==> src/rtl/ctrl_encode_def.sv <==
// Shared encodings for the fetch unit and the control decoder.
//   NPC_*       : next-PC select codes driven by control on NPCOp
//   RESET_PC_DEF: default boot address
//   fetch_state_e: fetch FSM state encoding
package ctrl_encode_def;

  localparam logic [3:0] NPC_PLUS4  = 4'd0;
  localparam logic [3:0] NPC_BRANCH = 4'd1;
  localparam logic [3:0] NPC_JUMP   = 4'd2;
  localparam logic [3:0] NPC_JR     = 4'd3;
  localparam logic [3:0] NPC_JALR   = 4'd4;

  localparam logic [31:0] RESET_PC_DEF = 32'h0000_3000;

  typedef enum logic [1:0] {
    ST_BOOT  = 2'd0,
    ST_FETCH = 2'd1,
    ST_VALID = 2'd2,
    ST_HALT  = 2'd3
  } fetch_state_e;

endpackage

==> src/rtl/npc_calc.sv <==
// Combinational next-PC computation.
//   pc, npc_op, imm32, imm26, rs_data -> next_pc, pc_plus4, misaligned
// misaligned flags a next_pc whose low two bits are not zero.
module npc_calc
  import ctrl_encode_def::*;
(
  input  logic [31:0] pc,
  input  logic [3:0]  npc_op,
  input  logic [31:0] imm32,
  input  logic [25:0] imm26,
  input  logic [31:0] rs_data,
  output logic [31:0] next_pc,
  output logic [31:0] pc_plus4,
  output logic        misaligned
);

  assign pc_plus4 = pc + 32'd4;

  always_comb begin
    next_pc = pc_plus4;
    case (npc_op)
      NPC_BRANCH: next_pc = pc_plus4 + {imm32[29:0], 2'b00};
      NPC_JUMP:   next_pc = {pc_plus4[31:28], imm26, 2'b00};
      NPC_JR,
      NPC_JALR:   next_pc = rs_data;
      default:    next_pc = pc_plus4;
    endcase
  end

  assign misaligned = |next_pc[1:0];

endmodule

==> src/rtl/ifu_fetch.sv <==
// Instruction fetch unit: owns the PC, issues one imem request at a time,
// holds the fetched word for decode and computes the next PC on retire.
//   clk, rst                 : clock, async active-high reset
//   imem_req/addr/ack/rdata  : instruction memory handshake
//   instr/instr_valid/pc/pc_plus4, instr_ready : decode handshake
//   NPCOp, imm32, imm26, rs_data : next-PC operands, sampled on retire
//   fetch_err                : sticky timeout / misaligned-target flag
module ifu_fetch
  import ctrl_encode_def::*;
#(
  parameter logic [31:0] RESET_PC    = RESET_PC_DEF,
  parameter int          TIMEOUT_CYC = 16,
  parameter int          CNT_W       = 5
) (
  input  logic        clk,
  input  logic        rst,
  output logic        imem_req,
  output logic [31:0] imem_addr,
  input  logic        imem_ack,
  input  logic [31:0] imem_rdata,
  output logic [31:0] instr,
  output logic        instr_valid,
  input  logic        instr_ready,
  output logic [31:0] pc,
  output logic [31:0] pc_plus4,
  input  logic [3:0]  NPCOp,
  input  logic [31:0] imm32,
  input  logic [25:0] imm26,
  input  logic [31:0] rs_data,
  output logic        fetch_err
);

  fetch_state_e state_q, state_d;
  logic [31:0]  pc_q, pc_d;
  logic [31:0]  instr_q, instr_d;
  logic         err_q, err_d;
  logic [CNT_W-1:0] cnt_q, cnt_d;

  logic [31:0] next_pc;
  logic        next_misaligned;

  npc_calc u_npc (
    .pc         (pc_q),
    .npc_op     (NPCOp),
    .imm32      (imm32),
    .imm26      (imm26),
    .rs_data    (rs_data),
    .next_pc    (next_pc),
    .pc_plus4   (pc_plus4),
    .misaligned (next_misaligned)
  );

  always_ff @(posedge clk or posedge rst) begin
    if (rst) begin
      state_q <= ST_BOOT;
      pc_q    <= RESET_PC;
      instr_q <= '0;
      err_q   <= 1'b0;
      cnt_q   <= '0;
    end else begin
      state_q <= state_d;
      pc_q    <= pc_d;
      instr_q <= instr_d;
      err_q   <= err_d;
      cnt_q   <= cnt_d;
    end
  end

  always_comb begin
    state_d = state_q;
    pc_d    = pc_q;
    instr_d = instr_q;
    err_d   = err_q;
    cnt_d   = cnt_q;
    case (state_q)
      ST_BOOT: state_d = ST_FETCH;
      ST_FETCH: begin
        if (imem_ack) begin
          instr_d = imem_rdata;
          cnt_d   = '0;
          state_d = ST_VALID;
        end else if (cnt_q == CNT_W'(TIMEOUT_CYC - 1)) begin
          err_d   = 1'b1;
          cnt_d   = '0;
          state_d = ST_HALT;
        end else begin
          cnt_d   = cnt_q + CNT_W'(1);
        end
      end
      ST_VALID: begin
        if (instr_ready) begin
          // PC takes the bad target too so the fault address is visible
          pc_d = next_pc;
          if (next_misaligned) begin
            err_d   = 1'b1;
            state_d = ST_HALT;
          end else begin
            state_d = ST_FETCH;
          end
        end
      end
      default: state_d = ST_HALT;
    endcase
  end

  // Handshake outputs decode from state so reset drops imem_req at once.
  always_comb begin
    imem_req    = (state_q == ST_FETCH);
    instr_valid = (state_q == ST_VALID);
  end

  assign imem_addr = pc_q;
  assign pc        = pc_q;
  assign instr     = instr_q;
  assign fetch_err = err_q;

endmodule

==> config.mk <==
export PLATFORM = sky130hd
export DESIGN_NAME = ifu_fetch
export DESIGN_NICKNAME = d
export VERILOG_FILES = /design/src/rtl/ctrl_encode_def.sv /design/src/rtl/npc_calc.sv /design/src/rtl/ifu_fetch.sv
export SDC_FILE = /design/constraint.sdc
export NUM_CORES = 1
export LEC_CHECK = 0
export BUFFER_PORTS_ARGS = -buffer_cell sky130_fd_sc_hd__buf_4
export CAP_MARGIN = 20
export CORE_UTILIZATION = 53
export CTS_BUF_LIST = sky130_fd_sc_hd__clkbuf_4
export DETAILED_ROUTE_END_ITERATION = 16
export HOLD_SLACK_MARGIN = 0.15
export PLACE_DENSITY_LB_ADDON = 0.05
export REMOVE_ABC_BUFFERS = 1
export SYNTH_ARGS = -nofsm -noshare
export SYNTH_HDL_FRONTEND = slang
export SYNTH_SLANG_ARGS = --single-unit
==> constraint.sdc <==
create_clock -name clk -period 5.6 [get_ports clk]
set_input_delay 1.12 -clock clk [delete_from_list [all_inputs] [get_ports clk]]
set_output_delay 1.12 -clock clk [all_outputs]
set_load 0.02 [all_outputs]
# ---- After elaboration in Yosys (flattened, before gate mapping)
# Index checks and enable logic that the tools add are counted.
dict set report totals {
  register_bits 72
  in_bits 130
  out_inout_bits 131
  wordCells 41
}
dict set report classes {
  addsub 3
  n_eq_ne 12
  mux 13
  reduce_logical 8
}
# op count
set op_table {}
lappend op_table {{$pmux W32 S3} 1}
lappend op_table {{$add A32 B3 Y32 const B} 1}
lappend op_table {{$add A32 B32 Y32} 1}
lappend op_table {{$mux W5} 2}
lappend op_table {{$eq A4 B2 Y1 const B} 2}
lappend op_table {{$mux W2} 4}
lappend op_table {{$ne A2 B1 Y1 const B} 3}
lappend op_table {{$pmux W2 S3} 1}
lappend op_table {{$reduce_and A2 Y1} 3}
lappend op_table {{$add A5 B1 Y5 const B} 1}
lappend op_table {{$eq A5 B4 Y1 const B} 1}
lappend op_table {{$reduce_and A5 Y1} 1}
lappend op_table {{$eq A4 B1 Y1 const B} 1}
lappend op_table {{$eq A4 B3 Y1 const B} 1}
lappend op_table {{$mux W1} 4}
lappend op_table {{$reduce_or A2 Y1} 2}
lappend op_table {{$ne A3 B1 Y1 const B} 1}
lappend op_table {{$eq A2 B1 Y1 const B} 1}
lappend op_table {{$eq A2 B2 Y1 const B} 1}
lappend op_table {{$logic_not A2 Y1} 1}
lappend op_table {{$ne A2 B2 Y1 const B} 1}
lappend op_table {{$pmux W1 S2} 1}
lappend op_table {{$reduce_bool A2 Y1} 1}

# ---- Depth between registers and ports, before layout
# Gate-level depths: netlist of run 1.
dict set report depth {
  depth_word 7
  ltp_mapped 18
  ltp_nobuf 16
}

# ---- Hierarchy
# From an unflattened synthesis of run 1, not the netlist that was laid out.
dict set report unflattened {
  hier_cells 678
  hier_area_um2 6170.9
}
# module n_inst cells_per_inst area_per_inst_um2 seq_area_each_um2
set by_module_without_submodules {}
lappend by_module_without_submodules {npc_calc 1 472 3103.0 0.0}
lappend by_module_without_submodules {ifu_fetch 1 206 3067.9 1804.2}

# ---- Worst setup path after synthesis of run 1
# OpenSTA, ideal clock, no wires.
dict set report synth_path {
  path_kind {register to register}
  startpoint {reg pc_q[5], in the netlist imem_addr[5]}
  endpoint {reg pc_q[31], in the netlist imem_addr[31]}
  setup_ps 95
  arrival_time_ps 3889
  required_ps 5505
  setup_slack_ps 1616
  stages_incl_launch_ff 19
  n_path_buf 2
  period_less_slack_ps 3984
  path_cell_list {dfrtp_1 and3_1 and2_1 nand4_1 or2_1 nor2b_1 buf_2 nand3_1 xnor2_1 ha_1 clkbuf_1 a21o_1 a21oi_1 o21ai_0 a21oi_1 o221ai_1 o221ai_1 a21oi_1 o31ai_1}
}
dict set report synth_between {
  elab_chain_len 3
}
# item line_no
set synth_rtl {}
lappend synth_rtl {{start, declared} ifu_fetch.sv:34} ;# logic [31:0] pc_q, pc_d;
lappend synth_rtl {{start signal, assigned} ifu_fetch.sv:62} ;# pc_q <= pc_d;
lappend synth_rtl {{$add A32 B3 Y32} npc_calc.sv:17} ;# assign pc_plus4 = pc + 32'd4;
lappend synth_rtl {{net pc_plus4[24]} ifu_fetch.sv:25} ;# output logic [31:0] pc_plus4,
lappend synth_rtl {{$add A32 B32 Y32} npc_calc.sv:22} ;# NPC_BRANCH: next_pc = pc_plus4 + {imm32[29:0], 2'b00};
lappend synth_rtl {{$pmux W32 S3} npc_calc.sv:21} ;# case (npc_op)
# The timed path passes the listed nets, and every way through them passes these cells.
# A chain may end at the register's enable or synchronous reset.

# ---- Worst setup path in the final report of run 1
dict set report layout_path {
  startpoint {reg pc_q[5], in the netlist imem_addr[5]}
  endpoint {reg pc_q[29], in the netlist imem_addr[29]}
}
dict set report layout_between {
  elab_chain_len 3
}
# item line_no
set layout_rtl {}
lappend layout_rtl {{$add A32 B3 Y32 (*)} npc_calc.sv:17}
lappend layout_rtl {{$add A32 B32 Y32} npc_calc.sv:22}
lappend layout_rtl {{$pmux W32 S3 (*)} npc_calc.sv:21}
# Mark *: on every way between the ends. The rest lies on a longest branch, timed or not.

==> summary.md, run 1 <==
| Metric | Value |
|---|---|
| Worst Hold Path Cells | `1` |
| Mean post-synth cell area | `between 8 and 9 um^2` |
| Critical path capture point type | `register` |
| CP startpoint kind | `register` |
| Cell repeated most along the worst path | `o21ai_0` |
| EDFF count, synth | `0` |
| Register area share after synthesis | `0.3133` |
| Crit-path leading delay family | `compound AO/OA/AOI/OAI gates` |
| Pre-antenna DRT Iters | `5` |
| Slew Limit Fails | `0` |
| Worst clock skew | `0.01959 ns` |
| Worst-margin pin slew | `~1.1 ns` |
| Crit path max fanout | `7` |
| Post-DR wirelength/cell | `approximately 19 um` |
| Post-synth ARST share | `1.000` |
| Num CTS Buffers | `9` |
| R2R Setup Slk | `about 1.1 ns` |
| Most common flop cell mapped by yosys | `dfrtp_1` |
| DRC viols | `0` |
| Largest buffer count on any clock path | `2` |
| Critical path depth in cells | `15` |
| Rel. slew slack | `0.2893` |
| Max Cap Viol | `0` |
| Die Wd | `106.2 um` |
| Count leader, synth | `dfrtp_1` |
| Tmin final | `4.464 ns` |
| H-tree depth | `3` |
| Req. time, crit path | `5.92 ns` |
| Top post-synthesis cells by area | `dfrtp_1 (30%), ha_1 (7.8%), mux2_2 (6.5%)` |
| Layout cells sized above 1 | `0.3828` |
| Leading area contributor after synthesis | `dfrtp_1` |
| Grt met1 use | `0.3992` |
| Mux cell area share after synthesis | `0.06452` |
| Worst path slowest cell | `a21oi_1` |
| Synth warnings | `0` |
| Share of the synthesized area in the top cell type | `0.3041` |
| CTS tree | `built` |
| R2r worst-path depth | `15` |
| Status | `complete, no violations` |
| Simple-Gate Fraction of Synth Area | `0.1501` |
| Met3 Use GR | `0.06070` |
| Synthesis-to-finish area growth | `35.39%` |
| Tcrit/Tclk final | `0.7972` |
| Worst path bufs/invs | `0` |
| Setup violations, final | `0` |
| Synth Area in XOR/XNOR | `0.07452` |
| Chip height | `between 100 and 150 um` |
| DR vias/cell | `6.008` |
| Hold Crit Class | `register to register` |
| Placed cell area | `7605 um^2` |
| Total negative slack | `0 ns` |
| I/O Buffers | `258` |
| Vias | `6,002` |
| WL final | `about 19 mm` |
| CTS-repair resized insts | `0` |
| WHS | `slightly below 0.5 ns` |
| Vias in the first global route | `5,943` |
| Final cell count without fillers | `999` |
| Clock transition at path regs | `0.14 ns` |
| Unrepaired setup endpoints after global routing | `false` |
| Starting Density | `0.5529` |
| Yosys reg bits | `72` |
| Final nets | `~1,000` |
| Die area | `roughly 11,000 um^2` |
| Max IR drop VDD | `between 300 and 400 uV` |
| Setup CP Type | `register to register` |
| PD cells | `496.1 nW/um^2` |
| Adder-Cell Fraction of Synth Area | `0.08169` |
| GRT Total Usage | `0.3278` |
| Inst Count DP | `around 980` |
| Synth top cells by count | `dfrtp_1 (70), nor2_1 (52), a21oi_1 (48), nand2_1 (43), ha_1 (36)` |
| Max Freq | `224.0 MHz` |
| Yosys cell types | `63` |
| Gr ovfl total | `0` |
| Post-DRT Antenna Nets | `0` |
| Detailed Place HPWL | `13.97 mm` |
| Initial antenna violation count | `1` |
| CTS sink cnt | `72` |
| Crit-path max cell delay | `0.57 ns` |
| Met2 Track Usage GR | `0.5612` |
| Final Hold Viols | `0` |
| FP Rows | `37` |
| Post-CTS Hold Buffers | `0` |
| Worst path cell trace | `and3_1, and2_1, and4_1, nand3_1, xnor2_1, ha_1, a21oi_1, o21ai_0, a221oi_1, o21ai_0, a21oi_1, o21ai_0, a211oi_1, xor2_1, o31ai_1` |
| Largest family of logic cells by synthesized area | `compound AO/OA/AOI/OAI gates` |
| Routability congestion estimate | `0.9527` |
| Area of the mapped netlist | `5759 um^2` |
| Global-route wire length before repair | `between 20 and 30 mm` |
| GRT busiest layer | `met2` |
| Post-synthesis compound-gate area fraction | `0.2451` |
| First-iteration detailed-routing DRC count | `414` |
| Leakage power | `approximately 3.8 nW` |
| Post-route cell area | `slightly below 8000 um^2` |
| Post-CTS Setup Inserts | `0` |
| IO Count | `261` |
| Clock Latency Late Sink | `0.43 ns` |
| Root Driver | `clkbuf_4` |
| CP Data Arrival Time | `4.78 ns` |
| Largest net degree at the start of global routing | `43` |
| Core footprint | `10,420 um^2` |
| Cells after Synth | `between 600 and 700` |
==> stage by stage <==
stage	setup slack, ns	util	power, mW
2_1_floorplan	1.439	-	2.451
3_3_place_gp	1.309	0.7274	3.352
3_5_place_dp	1.209	0.7301	3.402
4_1_cts	1.182	0.7483	3.857
5_1_grt	0.7488	0.7486	4.105
6_report	1.136	0.7486	3.868
==> cell families (layout without fill, tap and decap cells) <==
kind of cell | Yosys count | count (layout)
compound gates | 200 | 200
xor+xnor | 49 | 49
fa+ha+maj | 37 | 37
buf+inv | 74 | 294
flops | 72 | 72
mux | 33 | 33
other cells | 0 | 1
simple gates | 177 | 177
==> cell usage in the layout, fill, tap and decap left out, types with 3 or more instances in the layout <==
| master | count |
|---|---|
| a211oi_1 | 8 |
| a21o_1 | 17 |
| a21oi_1 | 47 |
| a221o_1 | 13 |
| a221oi_1 | 24 |
| a22o_1 | 6 |
| a22oi_1 | 3 |
| a31oi_1 | 6 |
| and2_1 | 6 |
| and3_1 | 12 |
| and4_1 | 3 |
| buf_4 | 264 |
| bufinv_16 | 3 |
| clkbuf_4 | 10 |
| dfrtp_1 | 70 |
| ha_1 | 36 |
| inv_1 | 12 |
| mux2_2 | 33 |
| nand2_1 | 43 |
| nand2b_1 | 5 |
| nand3_1 | 22 |
| nand4_1 | 8 |
| nor2_1 | 52 |
| nor2b_1 | 3 |
| nor3_1 | 3 |
| o21a_1 | 5 |
| o21ai_0 | 35 |
| o221ai_1 | 5 |
| o22a_1 | 3 |
| o22ai_1 | 5 |
| o31ai_1 | 5 |
| or3_1 | 5 |
| xnor2_1 | 32 |
| xor2_1 | 17 |
==> sequential cells by signal, indices dropped and copies added (netlist names) <==
signal / flops
fetch_err: 1
imem_addr: 32
cnt_q: 5
state_q: 2
instr: 32
==> path summary, 6_finish.rpt <==
kind | start | to
worst max-delay path | imem_addr[5] | imem_addr[29]
worst min-delay path | fetch_err | fetch_err
worst max register to register | imem_addr[5] | imem_addr[29]
worst min register to register | fetch_err | fetch_err
max in group asynchronous | rst | instr[12]
min in group asynchronous | rst | cnt_q[0]
==> where the power goes <==
group,internal (mW),switching [mW],leakage (nW)
logic,1.09,1.39,2.79
clock network,0.234,0.213,0.0976
registers,0.713,0.230,0.885
total,2.04,1.83,3.77
==> final cells by class <==
cell class / instances / area (um^2)
tap: 136 / 170.2
multi-input combinational: 496 / 3572
inverter: 13 / 48.80
antenna: 1 / 2.502
clock buffer: 10 / 75.07
sequential: 72 / 1804
fill: 791 / 2619
timing repair buffer: 265 / 2009
clock inverter: 6 / 115.1
==> per-layer routing <==
| layer | wire, um | vias to the layer above |
|---|---|---|
| met4 | 615 | 0 |
| met5 | 0 | - |
| met3 | 1235 | 51 |
| li1 | - | 2798 |
| met2 | 9228 | 268 |
| met1 | 7455 | 2885 |
(Power assumes the default switching activity.)
==> inputs of run 2 (changes only) <==
Settings changed: ABC_AREA from default to 1, CORE_UTILIZATION 53 to 52.
Clock period 5.6 ns to 4.6 ns, I/O delays scaled along.
==> run 2 against run 1 <==
Compared with the run above: power shrank 44%; synthesized area grew 22%; highest routed layer unchanged; global-route usage grew 0.47 points; largest power group unchanged; non-clock buffer count shrank 1; worst hold slack lost 0.16 ns; critical path depth grew 1; flip-flop and latch count is the same; core utilization shrank 6.3 points; critical endpoint is now imem_addr[14]; combinational power shrank 62%; sequential power shrank 21%.
==> summary.md, run 2 <==
| Metric | Value |
|---|---|
| Cells after Synth | `1,112 (+73%)` |
| Unrepaired setup endpoints after global routing | `false` |
| Share of the synthesized area in the top cell type | `0.2483 (-0.05583)` |
| Crit path max fanout | `7 (unchanged)` |
| Yosys cell types | `57 (-9.5%)` |
| Max IR drop VDD | `228.5 uV (-35%)` |
| Rel. slew slack | `0.3601 (+0.07076)` |
| Crit-path leading delay family | `simple AND/OR/NAND/NOR gates` |
| Synth warnings | `0 (unchanged)` |
| Register area share after synthesis | `0.2558 (-0.05751)` |
| Slew Limit Fails | `0 (unchanged)` |
| CP startpoint kind | `register` |
| EDFF count, synth | `0 (unchanged)` |
| GRT Total Usage | `0.3325 (+0.004686)` |
| Post-DR wirelength/cell | `15.35 um (-17%)` |
| Mean post-synth cell area | `6.344 um^2 (-29%)` |
| CTS-repair resized insts | `0 (unchanged)` |
| Synth Area in XOR/XNOR | `0.02820 (-0.04632)` |
| Vias in the first global route | `7,335 (+23%)` |
| Critical path origin | `imem_addr[2]` |
| Count leader, synth | `nand2_1` |
| Worst path cell trace | `ha_1, nand2_1, nor2_4, nand2_4, nor2_2, xor2_1, inv_1, ha_1, nand2_1, inv_1, a21oi_1, nand3_1, o21ai_0, o211ai_1, nand2_1, nand2_1` |
| DRC viols | `0 (unchanged)` |
| Post-Route Utilization | `0.6854 (-0.06321)` |
| Num CTS Buffers | `9 (unchanged)` |
| Layout cells sized above 1 | `0.2624 (-0.1205)` |
| Die Wd | `118.5 um (+12%)` |
| Tcrit/Tclk final | `0.7562 (-0.04098)` |
| Leading area contributor after synthesis | `dfrtp_1` |
| Die area | `14,040 um^2 (+24%)` |
| Critical path capture point type | `register` |
| Post-CTS Hold Buffers | `0 (unchanged)` |
| Leakage power | `5.274 nW (+40%)` |
| CTS tree | `built` |
| Max Freq | `287.5 MHz (+28%)` |
| Status | `complete, no violations` |
| Most common flop cell mapped by yosys | `dfrtp_1` |
| Synthesis-to-finish area growth | `28.66%` |
| Clock Latency Late Sink | `0.45 ns (+0.02 ns)` |
| IO Count | `261 (unchanged)` |
| Hold Crit Class | `input port to asynchronous set/reset pin` |
| Final Hold Viols | `0 (unchanged)` |
| Most frequent cells in the layout | `nand2_1 (402), buf_4 (263), inv_1 (156)` |
| RR Startpoint | `imem_addr[2]` |
| Post-CTS Setup Inserts | `0 (unchanged)` |
| Placement Setup Slack | `1.189 ns (-0.02071 ns)` |
| CTS sink cnt | `72 (unchanged)` |
| Critical path depth in cells | `16 (+1)` |
| Setup slack after layout | `1.122 ns (-0.01433 ns)` |
| Req. time, crit path | `4.95 ns (-0.97 ns)` |
| Detailed Place HPWL | `18.64 mm (+33%)` |
| Cell repeated most along the worst path | `nand2_1` |
| Worst-margin pin slew | `0.9588 ns (-0.1072 ns)` |
| N_diodes | `0 (-1)` |
| Mux cell area share after synthesis | `0 (-0.06452)` |
| Critical path endpoint | `imem_addr[14]` |
| Post-DRT Antenna Nets | `0 (unchanged)` |
| Starting Density | `0.5327 (-0.02022)` |
| Simple-Gate Fraction of Synth Area | `0.3886 (+0.2385)` |
| R2r worst-path depth | `16 (+1)` |
| Worst path slowest cell | `dfrtp_1` |
| Area of the mapped netlist | `7054 um^2 (+22%)` |
| WL final | `23.18 mm (+25%)` |
| Final nets | `1,496 (+46%)` |
| Gr ovfl total | `0 (unchanged)` |
| Crit-path max cell delay | `0.50 ns (-0.07 ns)` |
| Largest family of logic cells by synthesized area | `simple AND/OR/NAND/NOR gates` |
| Largest net degree at the start of global routing | `49 (+14%)` |
| CP Data Arrival Time | `3.82 ns (-0.96 ns)` |
| Post-synthesis compound-gate area fraction | `0.1195 (-0.1255)` |
| Chip height | `118.5 um (+12%)` |
| Post-synth ARST share | `1.000 (unchanged)` |
| H-tree depth | `3 (unchanged)` |
| Worst clock skew | `0.01217 ns (-0.007421 ns)` |
| Max Cap Viol | `0 (unchanged)` |
| Initial antenna violation count | `0 (-1)` |
| Setup violations, final | `0 (unchanged)` |
| Commonest non-fill, non-tap cell in the layout | `nand2_1` |
| Root Driver | `clkbuf_4` |
| Clock transition at path regs | `0.13 ns (about the same)` |
| Synth top cells by count | `nand2_1 (402), inv_1 (157), nand3_1 (75), dfrtp_1 (70), nor2_1 (70)` |
| Routability congestion estimate | `0.9889 (+3.8%)` |
| Top post-synthesis cells by area | `dfrtp_1 (25%), nand2_1 (21%), inv_1 (8.4%)` |
| Adder-Cell Fraction of Synth Area | `0.06669 (-0.01500)` |
| FP Rows | `42 (+14%)` |
| Total negative slack | `0 ns (unchanged)` |
| R2r endpoint | `imem_addr[14]` |
| Worst path bufs/invs | `2 (+2)` |
| Largest buffer count on any clock path | `2 (unchanged)` |
| First-iteration detailed-routing DRC count | `621 (+50%)` |
| Vias | `7,855 (+31%)` |
| PD cells | `240.1 nW/um^2 (-52%)` |
| R2R Setup Slk | `1.12 ns (about the same)` |
| Pre-antenna DRT Iters | `8 (+3)` |
| Tmin final | `3.478 ns (-0.9857 ns)` |
| Setup CP Type | `register to register` |
| Fill count | `1,261 (+59%)` |
| WHS | `0.3353 ns (-0.1554 ns)` |
| Global-route wire length before repair | `36.49 mm (+26%)` |
| Yosys reg bits | `72 (unchanged)` |
| DR vias/cell | `5.202 (-13%)` |
| Core footprint | `13,240 um^2 (+27%)` |
| I/O Buffers | `258 (unchanged)` |
-- run 2: cell types whose count changed after synthesis, moves of 15 or more --
cell / before / now
a21o_1: 17 / 2
nand3_1: 22 / 75
mux2_2: 33 / 0
a221oi_1: 24 / 5
inv_1: 13 / 157
nor2_1: 52 / 70
xnor2_1: 32 / 3
nand2_2: 0 / 16
nand2_1: 43 / 402
-- run 2: final cells by class --
class | instances | area [um^2] | share of cell area
Sequential cell | 72 | 1804 | 0.1988
Tap cell | 176 | 220.2 | 0.02426
Multi-Input combinational cell | 814 | 4254 | 0.4687
Clock inverter | 7 | 103.9 | 0.01144
Timing Repair Buffer | 264 | 1994 | 0.2197
Clock buffer | 9 | 67.56 | 0.007444
Inverter | 168 | 631.9 | 0.06962
-- run 2: how the worst min path moves through the flow --
stage	start	to	cells after the start	slack [ns]
final	rst	cnt_q[0]	2	0.34
after global routing	rst	cnt_q[0]	2	0.30
after CTS	fetch_err	fetch_err	1	0.50
after detailed placement	instr[1]	instr[1]	2	0.47
after global placement	fetch_err	fetch_err	1	0.46
after floorplan	state_q[1]	state_q[1]	2	0.47
-- run 2: power breakdown --
part	switching (mW)	total, mW	internal, mW
Sequential	0.0641	0.748	0.684
Clock	0.258	0.484	0.227
Combinational	0.573	0.947	0.374
Total	0.894	2.18	1.28
-- run 2: logic make-up (layout without fill, tap and decap cells) --
logic type	after synthesis	count (layout)
xor+xnor	21	21
fa+ha+maj	37	37
compound gates	134	134
flops	72	72
buf+inv	226	448
simple gates	622	622
-- run 2: metal layers --
layer  part of all wire  GRT usage  vias up
li1                   -          -     3922
met1               0.43     0.4406     3595
met2               0.48     0.5588      306
met3              0.068    0.05261       32
met4              0.018    0.09731        0
met5                  0          0        -
-- run 2: stage by stage --
| step | std cells | power [mW] | instance area [um^2] |
|---|---|---|---|
| after floorplan | 1054 | 1.306 | 6690 |
| after global placement | 1493 | 1.678 | 8885 |
| after detailed placement | 1493 | 1.691 | 8885 |
| after CTS | 1509 | 2.175 | 9056 |
| after global routing | 1510 | 2.310 | 9076 |
| final | 1510 | 2.179 | 9076 |
-- run 2: worst register-to-register path, cell delays in order, from the launching register on --
cell	delay (ns)
dfrtp_1	0.50
ha_1	0.31
nand2_1	0.12
nor2_4	0.16
nand2_4	0.10
nor2_2	0.19
xor2_1	0.22
inv_1	0.16
ha_1	0.39
nand2_1	0.14
inv_1	0.05
a21oi_1	0.22
nand3_1	0.24
o21ai_0	0.27
o211ai_1	0.15
nand2_1	0.10
nand2_1	0.06
